### config.mk
export PLATFORM = sky130hd
export DESIGN_NAME = vga_decoder_flat
export DESIGN_NICKNAME = d
export VERILOG_FILES = /design/src/rtl/vga_pkg.sv /design/src/rtl/vga_decoder_if.sv /design/src/rtl/vga_edge_det.sv /design/src/rtl/vga_decoder.sv /design/src/flat_wrapper.sv
export SDC_FILE = /design/constraint.sdc
export NUM_CORES = 1
export LEC_CHECK = 0
export ABC_AREA = 1
export CORE_UTILIZATION = 50
export DETAILED_ROUTE_END_ITERATION = 7
export PLACE_DENSITY = 0.76
export REMOVE_ABC_BUFFERS = 1
export SYNTH_ARGS = -nofsm -noshare
export SYNTH_HDL_FRONTEND = slang
export SYNTH_SLANG_ARGS = --single-unit
### constraint.sdc
create_clock -name clk -period 5.1 [get_ports clk]
set_clock_uncertainty 0.05 [all_clocks]
set_input_delay 0.765 -clock clk [delete_from_list [all_inputs] [get_ports clk]]
set_output_delay 0.765 -clock clk [all_outputs]
set_load 0.01 [all_outputs]
### src/rtl/vga_pkg.sv
// Shared timing defaults, FSM state encoding and counter types for the VGA decoder.
package vga_pkg;
  localparam int CNT_W            = 11;
  localparam int RGB_W            = 12;
  localparam int GF_W             = 8;
  localparam int H_TOTAL_DEF      = 1056;
  localparam int V_TOTAL_DEF      = 628;
  localparam int H_ACTIVE_DEF     = 800;
  localparam int V_ACTIVE_DEF     = 600;
  localparam int H_SYNC_START_DEF = 840;
  localparam int V_SYNC_START_DEF = 601;
  localparam int LOCK_FRAMES_DEF  = 2;

  typedef logic [CNT_W-1:0] cnt_t;
  typedef logic [RGB_W-1:0] rgb_t;
  typedef enum logic [1:0] { SEARCH, ALIGN, LOCKED } vga_state_e;

  function automatic cnt_t wrap_inc(cnt_t val, cnt_t last);
    return (val == last) ? '0 : val + cnt_t'(1);
  endfunction
endpackage

### src/rtl/vga_decoder_if.sv
// Raw sync/pixel stream into the decoder and recovered timing out of it.
interface vga_decoder_if;
  import vga_pkg::*;

  logic hs;
  logic vs;
  rgb_t rgb;
  cnt_t hcount;
  cnt_t vcount;
  logic de;
  rgb_t rgb_out;
  logic frame_start;
  logic locked;
  logic sync_err;

  modport master (
    output hs, vs, rgb,
    input  hcount, vcount, de, rgb_out, frame_start, locked, sync_err
  );

  modport slave (
    input  hs, vs, rgb,
    output hcount, vcount, de, rgb_out, frame_start, locked, sync_err
  );
endinterface

### src/rtl/vga_edge_det.sv
// Registers the incoming sync/pixel pins once and flags hs/vs rising edges
// between consecutive registered samples.
module vga_edge_det
  import vga_pkg::*;
(
  input  logic clk,
  input  logic rst_n,
  input  logic hs_i,
  input  logic vs_i,
  input  rgb_t rgb_i,
  output logic hs_rise_o,
  output logic vs_rise_o,
  output rgb_t rgb_o
);
  logic hs_q, hs_prev_q, vs_q, vs_prev_q;
  rgb_t rgb_q;

  always_ff @(posedge clk or negedge rst_n) begin
    if (!rst_n) begin
      hs_q      <= 1'b0;
      hs_prev_q <= 1'b0;
      vs_q      <= 1'b0;
      vs_prev_q <= 1'b0;
      rgb_q     <= '0;
    end else begin
      hs_q      <= hs_i;
      hs_prev_q <= hs_q;
      vs_q      <= vs_i;
      vs_prev_q <= vs_q;
      rgb_q     <= rgb_i;
    end
  end

  assign hs_rise_o = hs_q & ~hs_prev_q;
  assign vs_rise_o = vs_q & ~vs_prev_q;
  assign rgb_o     = rgb_q;
endmodule

### src/rtl/vga_decoder.sv
// VGA timing recovery: aligns pixel/line counters to incoming hs/vs edges and
// qualifies the pixel stream once the timing has been stable for a few frames.
//
// state  | meaning
// SEARCH | counters free-run; waiting for an hs edge followed by a vs edge
// ALIGN  | counters aligned; counting consecutive clean frames
// LOCKED | timing trusted; de and frame_start enabled
module vga_decoder
  import vga_pkg::*;
#(
  parameter int H_TOTAL      = H_TOTAL_DEF,
  parameter int V_TOTAL      = V_TOTAL_DEF,
  parameter int H_ACTIVE     = H_ACTIVE_DEF,
  parameter int V_ACTIVE     = V_ACTIVE_DEF,
  parameter int H_SYNC_START = H_SYNC_START_DEF,
  parameter int V_SYNC_START = V_SYNC_START_DEF,
  parameter int LOCK_FRAMES  = LOCK_FRAMES_DEF
) (
  input logic          clk,
  input logic          rst,
  vga_decoder_if.slave vga
);
  localparam cnt_t            H_LAST  = cnt_t'(H_TOTAL - 1);
  localparam cnt_t            V_LAST  = cnt_t'(V_TOTAL - 1);
  localparam cnt_t            H_ACT   = cnt_t'(H_ACTIVE);
  localparam cnt_t            V_ACT   = cnt_t'(V_ACTIVE);
  localparam cnt_t            H_SS    = cnt_t'(H_SYNC_START);
  localparam cnt_t            V_SS    = cnt_t'(V_SYNC_START);
  localparam logic [GF_W-1:0] GF_LOCK = GF_W'(LOCK_FRAMES);

  logic hs_rise, vs_rise;
  rgb_t rgb_s;

  vga_edge_det u_edge (
    .clk      (clk),
    .rst_n    (rst),
    .hs_i     (vga.hs),
    .vs_i     (vga.vs),
    .rgb_i    (vga.rgb),
    .hs_rise_o(hs_rise),
    .vs_rise_o(vs_rise),
    .rgb_o    (rgb_s)
  );

  vga_state_e      state_q, state_d;
  cnt_t            hcount_q, hcount_d, vcount_q, vcount_d;
  logic [GF_W-1:0] gf_q, gf_d;
  logic            h_seen_q, h_seen_d;
  logic            h_resync_q, h_resync_d, v_resync_q, v_resync_d;
  logic            err_seen_q, err_seen_d;
  logic            sync_err_q, sync_err_d;
  rgb_t            rgb_px_q;

  cnt_t h_free, v_free, h_ld;
  logic hs_miss, hs_bad, vs_miss, vs_bad, err;

  assign h_free  = wrap_inc(hcount_q, H_LAST);
  assign v_free  = (hcount_q == H_LAST) ? wrap_inc(vcount_q, V_LAST) : vcount_q;
  assign h_ld    = hs_rise ? H_SS : h_free;
  // After a missing edge, the next edge is taken as the new reference instead
  // of being flagged a second time, so a slipped line costs a single error.
  assign hs_miss = !hs_rise && (h_free == H_SS);
  assign hs_bad  = hs_rise && (h_free != H_SS) && !h_resync_q;
  assign vs_miss = !vs_rise && (h_free == '0) && (v_free == V_SS);
  assign vs_bad  = vs_rise && (((v_free != V_SS) && !v_resync_q) || (h_ld != '0));
  assign err     = hs_miss | hs_bad | vs_miss | vs_bad;

  always_comb begin
    state_d    = state_q;
    hcount_d   = h_ld;
    vcount_d   = v_free;
    gf_d       = gf_q;
    h_seen_d   = h_seen_q;
    h_resync_d = h_resync_q & ~hs_rise;
    v_resync_d = v_resync_q & ~vs_rise;
    err_seen_d = err_seen_q;
    sync_err_d = 1'b0;
    unique case (state_q)
      SEARCH: begin
        if (hs_rise) h_seen_d = 1'b1;
        if (vs_rise && h_seen_q) begin
          vcount_d   = V_SS;
          state_d    = ALIGN;
          gf_d       = '0;
          err_seen_d = 1'b0;
          h_resync_d = 1'b0;
          v_resync_d = 1'b0;
        end
      end
      default: begin
        if (vs_rise) vcount_d = V_SS;
        if (err) begin
          state_d    = ALIGN;
          sync_err_d = 1'b1;
          gf_d       = '0;
          err_seen_d = 1'b1;
          if (hs_miss) h_resync_d = 1'b1;
          if (vs_miss) v_resync_d = 1'b1;
        end else if (vs_rise) begin
          err_seen_d = 1'b0;
          if (state_q == ALIGN && !err_seen_q) begin
            gf_d = gf_q + GF_W'(1);
            if (gf_q + GF_W'(1) >= GF_LOCK) state_d = LOCKED;
          end
        end
      end
    endcase
  end

  always_ff @(posedge clk or negedge rst) begin
    if (!rst) begin
      state_q    <= SEARCH;
      hcount_q   <= '0;
      vcount_q   <= '0;
      gf_q       <= '0;
      h_seen_q   <= 1'b0;
      h_resync_q <= 1'b0;
      v_resync_q <= 1'b0;
      err_seen_q <= 1'b0;
      sync_err_q <= 1'b0;
      rgb_px_q   <= '0;
    end else begin
      state_q    <= state_d;
      hcount_q   <= hcount_d;
      vcount_q   <= vcount_d;
      gf_q       <= gf_d;
      h_seen_q   <= h_seen_d;
      h_resync_q <= h_resync_d;
      v_resync_q <= v_resync_d;
      err_seen_q <= err_seen_d;
      sync_err_q <= sync_err_d;
      rgb_px_q   <= rgb_s;
    end
  end

  logic locked_s, de_s;
  assign locked_s        = (state_q == LOCKED);
  assign de_s            = locked_s && (hcount_q < H_ACT) && (vcount_q < V_ACT);
  assign vga.hcount      = hcount_q;
  assign vga.vcount      = vcount_q;
  assign vga.locked      = locked_s;
  assign vga.de          = de_s;
  assign vga.rgb_out     = de_s ? rgb_px_q : '0;
  assign vga.frame_start = locked_s && (hcount_q == '0) && (vcount_q == '0);
  assign vga.sync_err    = sync_err_q;
endmodule

### src/flat_wrapper.sv
// flat-port wrapper written by rule: the top's interface ports become plain ports
module vga_decoder_flat import vga_pkg::*;
#(
  parameter int H_TOTAL      = H_TOTAL_DEF,
  parameter int V_TOTAL      = V_TOTAL_DEF,
  parameter int H_ACTIVE     = H_ACTIVE_DEF,
  parameter int V_ACTIVE     = V_ACTIVE_DEF,
  parameter int H_SYNC_START = H_SYNC_START_DEF,
  parameter int V_SYNC_START = V_SYNC_START_DEF,
  parameter int LOCK_FRAMES  = LOCK_FRAMES_DEF
)
  (clk, rst, vga_hs, vga_vs, vga_rgb, vga_hcount, vga_vcount, vga_de, vga_rgb_out, vga_frame_start, vga_locked, vga_sync_err);
  vga_decoder_if vga_i ();
  input logic clk;
  input logic rst;
  input wire logic [$bits(vga_i.hs)-1:0] vga_hs;
  input wire logic [$bits(vga_i.vs)-1:0] vga_vs;
  input wire logic [$bits(vga_i.rgb)-1:0] vga_rgb;
  output wire logic [$bits(vga_i.hcount)-1:0] vga_hcount;
  output wire logic [$bits(vga_i.vcount)-1:0] vga_vcount;
  output wire logic [$bits(vga_i.de)-1:0] vga_de;
  output wire logic [$bits(vga_i.rgb_out)-1:0] vga_rgb_out;
  output wire logic [$bits(vga_i.frame_start)-1:0] vga_frame_start;
  output wire logic [$bits(vga_i.locked)-1:0] vga_locked;
  output wire logic [$bits(vga_i.sync_err)-1:0] vga_sync_err;
  assign vga_i.hs = vga_hs;
  assign vga_i.vs = vga_vs;
  assign vga_i.rgb = vga_rgb;
  assign vga_hcount = vga_i.hcount;
  assign vga_vcount = vga_i.vcount;
  assign vga_de = vga_i.de;
  assign vga_rgb_out = vga_i.rgb_out;
  assign vga_frame_start = vga_i.frame_start;
  assign vga_locked = vga_i.locked;
  assign vga_sync_err = vga_i.sync_err;
  vga_decoder #(.H_TOTAL(H_TOTAL), .V_TOTAL(V_TOTAL), .H_ACTIVE(H_ACTIVE), .V_ACTIVE(V_ACTIVE), .H_SYNC_START(H_SYNC_START), .V_SYNC_START(V_SYNC_START), .LOCK_FRAMES(LOCK_FRAMES)) u_core (.clk(clk), .rst(rst), .vga(vga_i));
endmodule
==> metrics.md, run 1 <==
| Metric | Value |
|---|---|
| CTS sink count | `65` |
| Failing checks | `design-rule violations` |
| Crit Path Max Fanout | `12` |
| H-Tree Depth | `3` |
| Flop and latch count out of synthesis | `65` |
| Bufs on Longest Clock Path | `2` |
| Cells after DPL | `567` |
| Final core utilization | `0.6523` |
| CP Launch Type | `flip-flop` |
| Post-CTS Resized | `0` |
| Drt total wl | `7.312 mm` |
| Vias in the first global route | `2787` |
| Wire length per cell | `12.54 um` |
| Simple-Gate Fraction of Synth Area | `0.3441` |
| Chip Width | `84.20 um` |
| Met2 usage | `0.3465` |
| Num ports | `54` |
| RSZ-0062 raised after global routing | `no` |
| Crit end category | `primary output` |
| Gr busiest metal | `met2` |
| Setup WS pre-CTS | `2255 ps` |
| Main combinational cell family by area after synthesis | `simple AND/OR/NAND/NOR gates` |
| Clk slew on worst S/H paths | `80 ps` |
| Port Buf Inserts | `53` |
| GRT Resource Usage Total | `0.2188` |
| Pleak | `2.173 nW` |
| Initial antenna violation count | `0` |
| Area Growth Syn to Fin | `24.00%` |
| Critical path class | `flip-flop to primary output` |
| CTS buffer count | `9` |
| Pin count of the biggest net entering global routing | `66` |
| Synth Area in Adders | `0.02593` |
| Reg2reg setup slack | `2310 ps` |
| CTS Root Cell | `clkbuf_8` |
| Hold crit path type | `flip-flop to flip-flop` |
| Post-Layout Cell Count | `583` |
| Critical path, cell by cell | `nor2_1 -> nand3_1 -> a21oi_1 -> o21a_1 -> inv_1 -> nor2_1 -> clkdlybuf4s50_1` |
| Area leader, netlist | `dfrtp_1` |
| Filler cell count | `549` |
| Nets | `524` |
| Die Area | `0.007089 sq mm` |
| Worst Path Arrival | `2450 ps` |
| Fin crit share | `0.6411` |
| GPL Wtd Cong | `0.8892` |
| Via count | `2999` |
| Gr ovfl total | `0` |
| Max cap viols | `0` |
| Slew Limit Fails | `0` |
| Worst-Margin Slew | `799.3 ps` |
| Starting density of the core | `0.5260` |
| Maximum vdd drop | `0.0003348 V` |
| TritonRoute pass-1 iters | `7` |
| Hold_buf cts | `0` |
| Post-DRT Antenna Nets | `0` |
| Post-Syn Area | `0.003378 sq mm` |
| Synth area leaders | `dfrtp_1 (48%), nand2_1 (13%), inv_1 (8.0%), nor2_1 (7.6%), nand3_1 (6.7%)` |
| Synth warn | `0` |
| Post-Synth XOR/XNOR Area | `0.01815` |
| Critical-path top delay cell | `clkdlybuf4s50_1` |
| Rows | `29` |
| Post-CTS setup buffers | `0` |
| Final Hold Fails | `0` |
| First-pass GRT wire length | `12.10 mm` |
| Post-synth top area share | `0.4815` |
| Final setup TNS | `0 ps` |
| Chip height | `84.20 um` |
| Total core area | `0.006422 sq mm` |
| CP dominant cell by count | `nor2_1` |
| CTS tree | `built` |
| Mux contribution to synthesized area | `0` |
| Initial DRC Count | `214` |
| Clk Latency, worst-skew pair | `350 ps` |
| Max stage delay on crit path | `560 ps` |
| Power density cells | `329.4 mW/mm^2` |
| Grt met1 use | `0.2868` |
| Mapped Cells | `439` |
| Total design power | `1.380 mW` |
| Worst slew margin | `0.4672` |
| Min Clock Period, post-route | `3269 ps` |
| Final setup viols | `0` |
| Vias per cell | `5.144` |
| Status | `complete, but fails checks` |
| Layout cell share with drive strength beyond 1 | `0.07312` |
| Hpwl dp | `5.349 mm` |
| CP required | `4280 ps` |
| GR Util met3 | `0.04621` |
| Compound-Gate Fraction of Synth Area | `0.03926` |
| Post-synthesis sequential area ratio | `0.4815` |
| DR DRC count | `11` |
| Upper clock frequency limit | `305.9 MHz` |
| Library cells used by synthesis | `34` |
| Antenna diodes | `0` |
| Avg Inst Size Synth | `7.695 sq um` |
| Final worst slack | `1831 ps` |
==> layout make-up <==
class | count | area [sq um] | area share
Inverter | 75 | 281.5 | 0.06720
Sequential cell | 65 | 1627 | 0.3883
Tap cell | 77 | 96.34 | 0.02300
Multi-Input combinational cell | 296 | 1444 | 0.3447
Timing Repair Buffer | 54 | 533.0 | 0.1272
Clock buffer | 9 | 123.9 | 0.02957
Clock inverter | 7 | 83.83 | 0.02001
==> per-layer routing <==
metal,part of all wire,vias to the layer above
met1,0.46,1391
met3,0.059,12
met2,0.47,104
met4,0.014,0
li1,-,1492
met5,0,-
==> cell usage in the layout (no fill, tap or decap), drive strengths merged <==
cell type	Yosys	final
nand2	124	124
inv	73	77
o22ai	1	1
o211ai	2	2
xor2	5	5
o21bai	5	5
xnor2	2	2
nor4	2	2
ha	7	7
clkdlybuf4s50	0	52
clkinv	2	3
bufinv	0	1
dfrtp	65	65
a211oi	1	1
clkbuf	1	9
nand3	48	48
clkinvlp	0	1
o21a	1	1
nor3	4	4
nand3b	2	2
o21ai	5	5
or3	1	1
buf	2	2
nor3b	1	1
a21oi	6	6
nor2	72	72
nand4	7	7
==> cells in the mapped netlist <==
cell type / number
a211oi_1: 1
a21oi_1: 5
a21oi_2: 1
buf_6: 2
clkbuf_1: 1
clkinv_1: 2
dfrtp_1: 65
ha_1: 7
inv_1: 72
inv_2: 1
nand2_1: 115
nand2_2: 7
nand2_4: 2
nand3_1: 45
nand3_2: 3
nand3b_1: 2
nand4_1: 7
nor2_1: 68
nor2_2: 2
nor2_4: 1
nor2_8: 1
nor3_1: 3
nor3_2: 1
nor3b_1: 1
nor4_1: 2
o211ai_1: 2
o21a_1: 1
o21ai_0: 3
o21ai_1: 2
o21bai_1: 5
o22ai_1: 1
or3_1: 1
xnor2_1: 2
xor2_1: 5
==> critical path: cells and delay by family, from the launching register on <==
| kind | cells | cell delay, ps |
|---|---|---|
| buffers and inverters | 2 | 760 |
| AOI/OAI and AO/OA | 2 | 350 |
| DFF | 1 | 420 |
| and+or+nand+nor | 3 | 580 |
==> where the power goes <==
group | internal, mW | switching (mW) | total [mW]
Combinational | 0.121 | 0.199 | 0.320
Sequential | 0.562 | 0.0426 | 0.605
Clock | 0.235 | 0.220 | 0.455
Total | 0.918 | 0.462 | 1.38
==> metrics by stage <==
| stage | cell area [sq um] | hold WS [ps] |
|---|---|---|
| after floorplan | 3352 | 281.2 |
| after global placement | 3981 | 281.4 |
| after detailed placement | 3981 | 284.7 |
| after CTS | 4189 | 297.4 |
| after global routing | 4189 | 305.1 |
| final | 4189 | 299.5 |
==> sequential cells by signal, indices dropped and copies added (netlist names) <==
register	flops
u_core.rgb_px_q	12
u_core.u_edge.rgb_o	12
u_core.vga.hcount	11
u_core.vga.vcount	11
u_core.gf_q	8
u_core.state_q	2
u_core.err_seen_q	1
u_core.h_resync_q	1
u_core.h_seen_q	1
u_core.u_edge.hs_prev_q	1
u_core.u_edge.hs_q	1
u_core.u_edge.vs_prev_q	1
u_core.u_edge.vs_q	1
u_core.v_resync_q	1
u_core.vga.sync_err	1
==> path summary, 6_finish.rpt <==
path,from,endpoint,depth (start not counted)
setup / recovery,u_core.state_q[0],vga_rgb_out[11],7
hold / removal,u_core.u_edge.rgb_o[8],u_core.rgb_px_q[8],0
setup reg to reg,u_core.vga.hcount[0],u_core.gf_q[4],18
hold reg to reg,u_core.u_edge.rgb_o[8],u_core.rgb_px_q[8],0
max in group asynchronous,rst,u_core.vga.vcount[3],2
min in group asynchronous,rst,u_core.rgb_px_q[9],2
==> logic make-up (layout without fill, tap and decap cells) <==
family | count (synthesis) | in the layout
AO/OA/AOI/OAI | 21 | 21
XOR/XNOR | 7 | 7
adder cells (fa/ha/maj) | 7 | 7
buffers and inverters | 78 | 145
flip-flops | 65 | 65
AND/OR/NAND/NOR | 261 | 261
Power figures use the tool's default switching activity.
==> run 2, diff against run 1 <==
--- a/config.mk
+++ b/config.mk
@@ -6,9 +6,9 @@
 export NUM_CORES = 1
 export LEC_CHECK = 0
 export ABC_AREA = 1
-export CORE_UTILIZATION = 50
+export CORE_UTILIZATION = 48
 export DETAILED_ROUTE_END_ITERATION = 7
-export PLACE_DENSITY = 0.76
+export PLACE_DENSITY = 0.77
 export REMOVE_ABC_BUFFERS = 1
 export SYNTH_ARGS = -nofsm -noshare
 export SYNTH_HDL_FRONTEND = slang
==> constraint.sdc (replaced) <==
create_clock -name clk -period 2.7 [get_ports clk]
set_clock_uncertainty 0.05 [all_clocks]
set_input_delay 0.405 -clock clk [delete_from_list [all_inputs] [get_ports clk]]
set_output_delay 0.405 -clock clk [all_outputs]
set_load 0.01 [all_outputs]
==> run 2 against run 1 <==
Compared with the run above: the run now ends clean; non-clock buffer count grew 26; final cell count increased by 8.1%; worst hold slack lost 280 ps; critical path type unchanged; largest power group unchanged.
==> metrics.md, run 2 (synthesis gave the netlist of run 1 again) <==
| Metric | Value |
|---|---|
| Maximum vdd drop | `0.0005143 V (+54%)` |
| Chip height | `85.89 um (+2.0%)` |
| Starting density of the core | `0.4972 (-0.02877)` |
| DR top layer | `met4` |
| CTS Root Cell | `clkbuf_8` |
| Final setup viols | `0 (unchanged)` |
| Initial DRC Count | `275 (+29%)` |
| Critical path, cell by cell | `nor2_4 -> nand3_1 -> a21oi_1 -> o21a_2 -> buf_12 -> clkinvlp_4 -> buf_4 -> nor2_1 -> dlygate4sd2_1` |
| Gr ovfl total | `0 (unchanged)` |
| Via count | `3142 (+4.8%)` |
| Max cap viols | `0 (unchanged)` |
| Worst-Margin Slew | `615.5 ps (-183.8 ps)` |
| CTS tree | `built` |
| Initial antenna violation count | `0 (unchanged)` |
| Critical path class | `flip-flop to primary output` |
| Crit Path Max Fanout | `5 (-7)` |
| Port Buf Inserts | `53 (unchanged)` |
| Power share of the clock group | `0.274 (-0.056)` |
| Fin crit share | `0.9804` |
| Pin count of the biggest net entering global routing | `39 (-41%)` |
| CTS sink count | `65 (unchanged)` |
| First-pass GRT wire length | `12.92 mm (+6.7%)` |
| Slew Limit Fails | `0 (unchanged)` |
| Clk slew on worst S/H paths | `70 ps (about the same)` |
| Antenna diodes | `0 (unchanged)` |
| Multi-input gate area | `0.001525 sq mm (+5.6%)` |
| Final Hold Fails | `0 (unchanged)` |
| TritonRoute pass-1 iters | `5 (-2)` |
| Die Area | `0.007377 sq mm (+4.1%)` |
| GRT Resource Usage Total | `0.2271 (+0.008318)` |
| Max stage delay on crit path | `430 ps (-130 ps)` |
| Post-DRT Antenna Nets | `0 (unchanged)` |
| Power density cells | `569.6 mW/mm^2 (+73%)` |
| Met3 wire len | `408 um (-4.9%)` |
| Worst Path Arrival | `2190 ps (-260 ps)` |
| Num ports | `54 (unchanged)` |
| Crit end category | `primary output` |
| Chip Width | `85.89 um (+2.0%)` |
| CP Launch Type | `flip-flop` |
| FF/Latch Area | `0.001632 sq mm (+0.31%)` |
| CP required | `2250 ps (-2030 ps)` |
| GPL Wtd Cong | `0.9051 (+1.8%)` |
| Hold crit path type | `primary input to asynchronous set/reset pin` |
| Drt total wl | `7.961 mm (+8.9%)` |
| Vias in the first global route | `2912 (+4.5%)` |
| Final worst slack | `52.91 ps (-1778 ps)` |
| H-Tree Depth | `3 (unchanged)` |
| Status | `completed` |
| Area Growth Syn to Fin | `32.74%` |
| Seq pwr share | `0.449 (+0.011)` |
| Critical-path top delay cell | `dfrtp_1` |
| Min Clock Period, post-route | `2647 ps` |
| Total core area | `0.006794 sq mm (+5.8%)` |
| Sw frac | `0.3464 (+0.01152)` |
| Met2 WL post-DR | `3.859 mm (+12%)` |
| DR DRC count | `0 (-11)` |
| Bufs on Longest Clock Path | `2 (unchanged)` |
| Commonest non-fill, non-tap cell in the layout | `nand2_1` |
| Setup WS pre-CTS | `38.71 ps (-2216 ps)` |
| Vias per cell | `4.987 (-3.0%)` |
| Rows | `30 (+3.4%)` |
| Cell-internal power | `1.669 mW (+82%)` |
| CTS buffer count | `9 (unchanged)` |
| Worst slew margin | `0.5897 (+0.1225)` |
| Sw Pwr | `884.8 uW (+91%)` |
| Met1 Wirelength | `3.512 mm (+5.4%)` |
| Hpwl dp | `5.534 mm (+3.5%)` |
| Wire length per cell | `12.64 um (+0.75%)` |
| Upper clock frequency limit | `377.8 MHz` |
| Clk Latency, worst-skew pair | `340 ps (about the same)` |
| Layout cell share with drive strength beyond 1 | `0.1536 (+0.08044)` |
| Nets | `553 (+5.5%)` |
| Final core utilization | `0.6600 (+0.007787)` |
| Pleak | `2.369 nW (+9.0%)` |
| Logic gate share of total power | `0.276 (+0.044)` |
| Filler cell count | `565 (+2.9%)` |
| Most frequent cells in the layout | `nand2_1 (116), inv_1 (70), nor2_1 (62)` |
[run 2: changes by cell type in the layout (fill, tap and decap cells not counted), moves of 3 or more]
cell / before / now
dfrtp_1: 65 / 61
buf_12: 0 / 3
nor2_2: 2 / 6
clkdlybuf4s50_1: 52 / 40
dfrtp_2: 0 / 4
dlygate4sd2_1: 0 / 11
nor2_1: 68 / 62
buf_4: 1 / 24
[run 2: final cells by class]
class / instances / share of cell area
repair inverters: 1 / 0.001674
multi-input cells: 298 / 0.3401
repair buffers: 80 / 0.1666
well taps: 96 / 0.02679
clock buffers: 9 / 0.02762
flip-flops and latches: 65 / 0.3638
inverters: 75 / 0.06362
clock inverters: 6 / 0.009766
[run 2: critical path: cells and delay by family (launching register included)]
family          cells  cell delay, ps
buf+inv             4             660
flops               1             430
compound gates      2             370
simple gates        3             400
[run 2: timing repair]
action                                  4_1_cts  5_1_grt
setup buffers                                 3       13
pin swaps                                     0        5
gates resized for setup                      18       20
cloned                                        1        2
endpoints found under the setup margin       12       13
hold endpoints to repair                      0        0
hold buffers                                  0        0
[run 2: per-layer routing]
metal  global-route usage  up-vias
met5                    0        -
met4               0.1227        0
met3              0.04042       19
met2               0.3506      112
met1               0.3055     1470
li1                     -     1541
[run 2: path summary, 6_finish.rpt]
kind	from	to	slack (ps)	cells past startpoint
min	rst	u_core.rgb_px_q[9]	20	1
max reg2reg	u_core.vga.hcount[0]	u_core.state_q[0]	180	18
max	u_core.state_q[0]	vga_rgb_out[10]	50	9
min reg2reg	u_core.u_edge.rgb_o[2]	u_core.rgb_px_q[2]	300	0
max in group asynchronous	rst	u_core.vga.hcount[5]	1950	2
min in group clk	u_core.u_edge.rgb_o[2]	u_core.rgb_px_q[2]	300	0
[run 2: metrics by stage]
stage          TNS, ps  instance area (sq um)  instances  hold WS (ps)  total power [mW]
6_report             0                   4484        630         16.76             2.554
5_1_grt         -43.78                   4484        630         56.30             2.718
4_1_cts              0                   4302        615         21.11             2.512
3_5_place_dp         0                   4093        596         284.7             1.796
3_3_place_gp         0                   4093        596         282.3             1.773
2_1_floorplan        0                   3352        436         59.41             1.536
[run 2: power by group through the flow]
| stage | Clock [mW] | Combinational [mW] | Sequential (mW) |
|---|---|---|---|
| final | 0.701 | 0.706 | 1.15 |
| after global routing | 0.770 | 0.790 | 1.16 |
| after CTS | 0.722 | 0.651 | 1.14 |
| after detailed placement | 0 | 0.642 | 1.15 |
| after global placement | 0 | 0.624 | 1.15 |
| after floorplan | 0 | 0.377 | 1.16 |
==> run 3, diff against run 2 <==
--- a/config.mk
+++ b/config.mk
@@ -10,6 +10,7 @@
 export DETAILED_ROUTE_END_ITERATION = 7
 export PLACE_DENSITY = 0.77
 export REMOVE_ABC_BUFFERS = 1
+export SLEW_MARGIN = 20
 export SYNTH_ARGS = -nofsm -noshare
 export SYNTH_HDL_FRONTEND = slang
 export SYNTH_SLANG_ARGS = --single-unit
==> results of run 3 <==
Final layout, timing and power as in run 2 (identical DEF).
==> variant: new RTL, flow settings as in run 2 <==
`GF_W`: 8 -> 12.
--- a/src/rtl/vga_pkg.sv
+++ b/src/rtl/vga_pkg.sv
@@ -2,7 +2,7 @@
 package vga_pkg;
   localparam int CNT_W            = 11;
   localparam int RGB_W            = 12;
-  localparam int GF_W             = 8;
+  localparam int GF_W             = 12;
   localparam int H_TOTAL_DEF      = 1056;
   localparam int V_TOTAL_DEF      = 628;
   localparam int H_ACTIVE_DEF     = 800;
Formal check against the unedited RTL: no difference found for any inputs over 10 cycles, from zero or initial values and one cycle with rst low; that may be too few to reach the edited logic, so the function may still have changed.
==> variant against run 2 <==
- synthesized area is 13% higher
- critical path depth up 4
- wire length up 18%
- worst setup slack improved by 0.0011 ns
- critical endpoint is now u_core.gf_q[2]
- core utilization shrank 0.30 points
- sequential cell count increased by 4
- first-iteration DRC count fell by 37%
- final area grew 13%
- sequential share of layout area down 2.3 points
- register-to-register slack got worse by 0.13 ns
- count of clock-buffer cells in the layout increased by 1
- cell count up 12%
- total power rose by 14%
==> variant: results (changes against run 2) <==
----------------------------------------------------
[Critical path]
  Slack of the worst reg-to-reg path ... 0.05 ns (-0.13 ns)
  Biggest cell delay along the critical path ... 0.53 ns (+0.10 ns)
  Largest delay share family, worst path ... simple AND/OR/NAND/NOR gates
  Crit path DAT ... 2.88 ns (+0.69 ns)
  Max Fanout on Critical Path ... 14 (+9)

[Placed design]
  Input/output buffers ... 53 (unchanged)
  GP Congestion ... 0.894 (-1.2%)
  Detail Placement HPWL ... 6.78 mm (+23%)
  Number of placed cells counting well taps ... 674 (+13%)

[Pwr]
  Leakage Power ... 0.00271 uW (+14%)
  Power Internal ... 1890 uW (+13%)
  Largest voltage drop on the vdd net ... 0.000406 V (-21%)

[Finish]
  Layout cell share with drive strength beyond 1 ... 20.0% (+4.6 points)
  Post-layout instance count excluding filler cells ... 703 (+12%)
  NumNets Final ... 619 (+12%)
  Total of fill cells in the finished design ... 638 (+13%)

[Synthesis]
  Register area share after synthesis ... 45.0% (-3.1 points)
  Top cells by instance count after synthesis ... sky130_fd_sc_hd__nand2_1, sky130_fd_sc_hd__nor2_1, sky130_fd_sc_hd__inv_1
  Count of unique library cells instantiated by Yosys ... 35 (+2.9%)
  Top cells by area in the synthesized netlist ... sky130_fd_sc_hd__dfrtp_1, sky130_fd_sc_hd__nand2_1, sky130_fd_sc_hd__nor2_1, sky130_fd_sc_hd__inv_1, sky130_fd_sc_hd__nand3_1
  Count of mapped cells out of synthesis ... 506 (+15%)

[Global routing]
  Number of global-route vias before repair ... 3484 (+20%)
  Gr usage total ... 23.6% (+0.93 points)
  Largest net degree at the start of global routing ... 33 (-15%)
  Wire length of the first global-routing pass ... 15.7 mm (+21%)

[Min path]
  Type of the most critical hold path ... flip-flop to flip-flop

[STA]
  Worst hold slack ... 0.301 ns (+0.284 ns)
  Least-Margin Pin Slew ... 0.513 ns (-0.103 ns)

[Detailed routing]
  Total detailed-routing wirelength ... 9.39 mm (+18%)
  Number of vias per cell after detailed routing ... 5.10 (+2.2%)
  Iteration-0 DRC count of the detailed router ... 172 (-37%)

[Clock tree]
  Worst-skew pair later-pin latency ... between 0.3 and 0.4 ns

[Run status]
  Run status ... finished, final reports clean

----------------------------------------------------
## variant: cell count changes after synthesis, moves of 3 or more
cell,before,now
sky130_fd_sc_hd__nor2_1,68,76
sky130_fd_sc_hd__o21bai_1,5,2
sky130_fd_sc_hd__nor2_2,2,12
sky130_fd_sc_hd__dfrtp_1,65,69
sky130_fd_sc_hd__nand3_2,3,12
sky130_fd_sc_hd__nand2_1,115,141
sky130_fd_sc_hd__inv_1,72,75
sky130_fd_sc_hd__nor3_1,3,8
sky130_fd_sc_hd__xor2_1,5,11
sky130_fd_sc_hd__nand3_1,45,42
## variant: what timing repair did
| item | in CTS | in global routing |
|---|---|---|
| hold endpoints to repair | 20 | 0 |
| cloned | 0 | 1 |
| hold buffers | 1 | 0 |
| gates resized for setup | 15 | 43 |
| buffers inserted | 1 | 10 |
| pin swaps | 0 | 12 |
| endpoints found under the setup margin | 28 | 21 |
## variant: stage by stage
step | worst slack [ns] | area (sq um)
2_1_floorplan | -0.000715 | 3780
3_3_place_gp | -0.00711 | 4600
3_5_place_dp | -0.0750 | 4600
4_1_cts | 0.00180 | 4840
5_1_grt | -0.0581 | 5080
6_report | 0.0540 | 5080
## variant: power groups by stage
stage	logic (uW)	clock network [uW]	registers, uW
3_5_place_dp	753	0	1220
5_1_grt	931	915	1210
3_3_place_gp	731	0	1210
2_1_floorplan	432	0	1220
6_report	844	851	1200
4_1_cts	761	862	1200
## variant: path summary, 6_finish.rpt
kind / to / from / cells after the start
worst max-delay path: u_core.gf_q[2] / u_core.vga.hcount[2] / 13
worst min-delay path: u_core.rgb_px_q[1] / u_core.u_edge.rgb_o[1] / 0
worst max register to register: u_core.gf_q[2] / u_core.vga.hcount[2] / 13
worst min register to register: u_core.rgb_px_q[1] / u_core.u_edge.rgb_o[1] / 0
max in group asynchronous: u_core.rgb_px_q[5] / rst / 3
min in group asynchronous: u_core.vga.hcount[2] / rst / 2
## variant: cell type report
type,instances,share of cell area (%)
clock buffer,10,2.51
clock inverter,6,1.38
inverter,76,5.62
multi-input combinational,355,37.9
sequential,69,34.1
tap,102,2.51
timing repair buffer,85,15.9
## variant: cell families (layout without fill, tap and decap cells)
logic type,after synthesis,count (layout),share of synthesized area (%)
xor+xnor,12,12,2.74
flops,69,69,45.0
compound gates,19,19,3.04
fa+ha+maj,7,7,2.28
simple gates,316,317,38.0
buf+inv,83,177,8.94
## variant: layer usage
| metal | track usage [%] | up-vias | share of wire (%) |
|---|---|---|---|
| met3 | 3.35 | 15 | 4.9 |
| met2 | 40.0 | 117 | 50 |
| li1 | - | 1743 | - |
| met4 | 9.66 | 0 | 1.9 |
| met5 | 0 | - | 0 |
| met1 | 30.5 | 1709 | 43 |
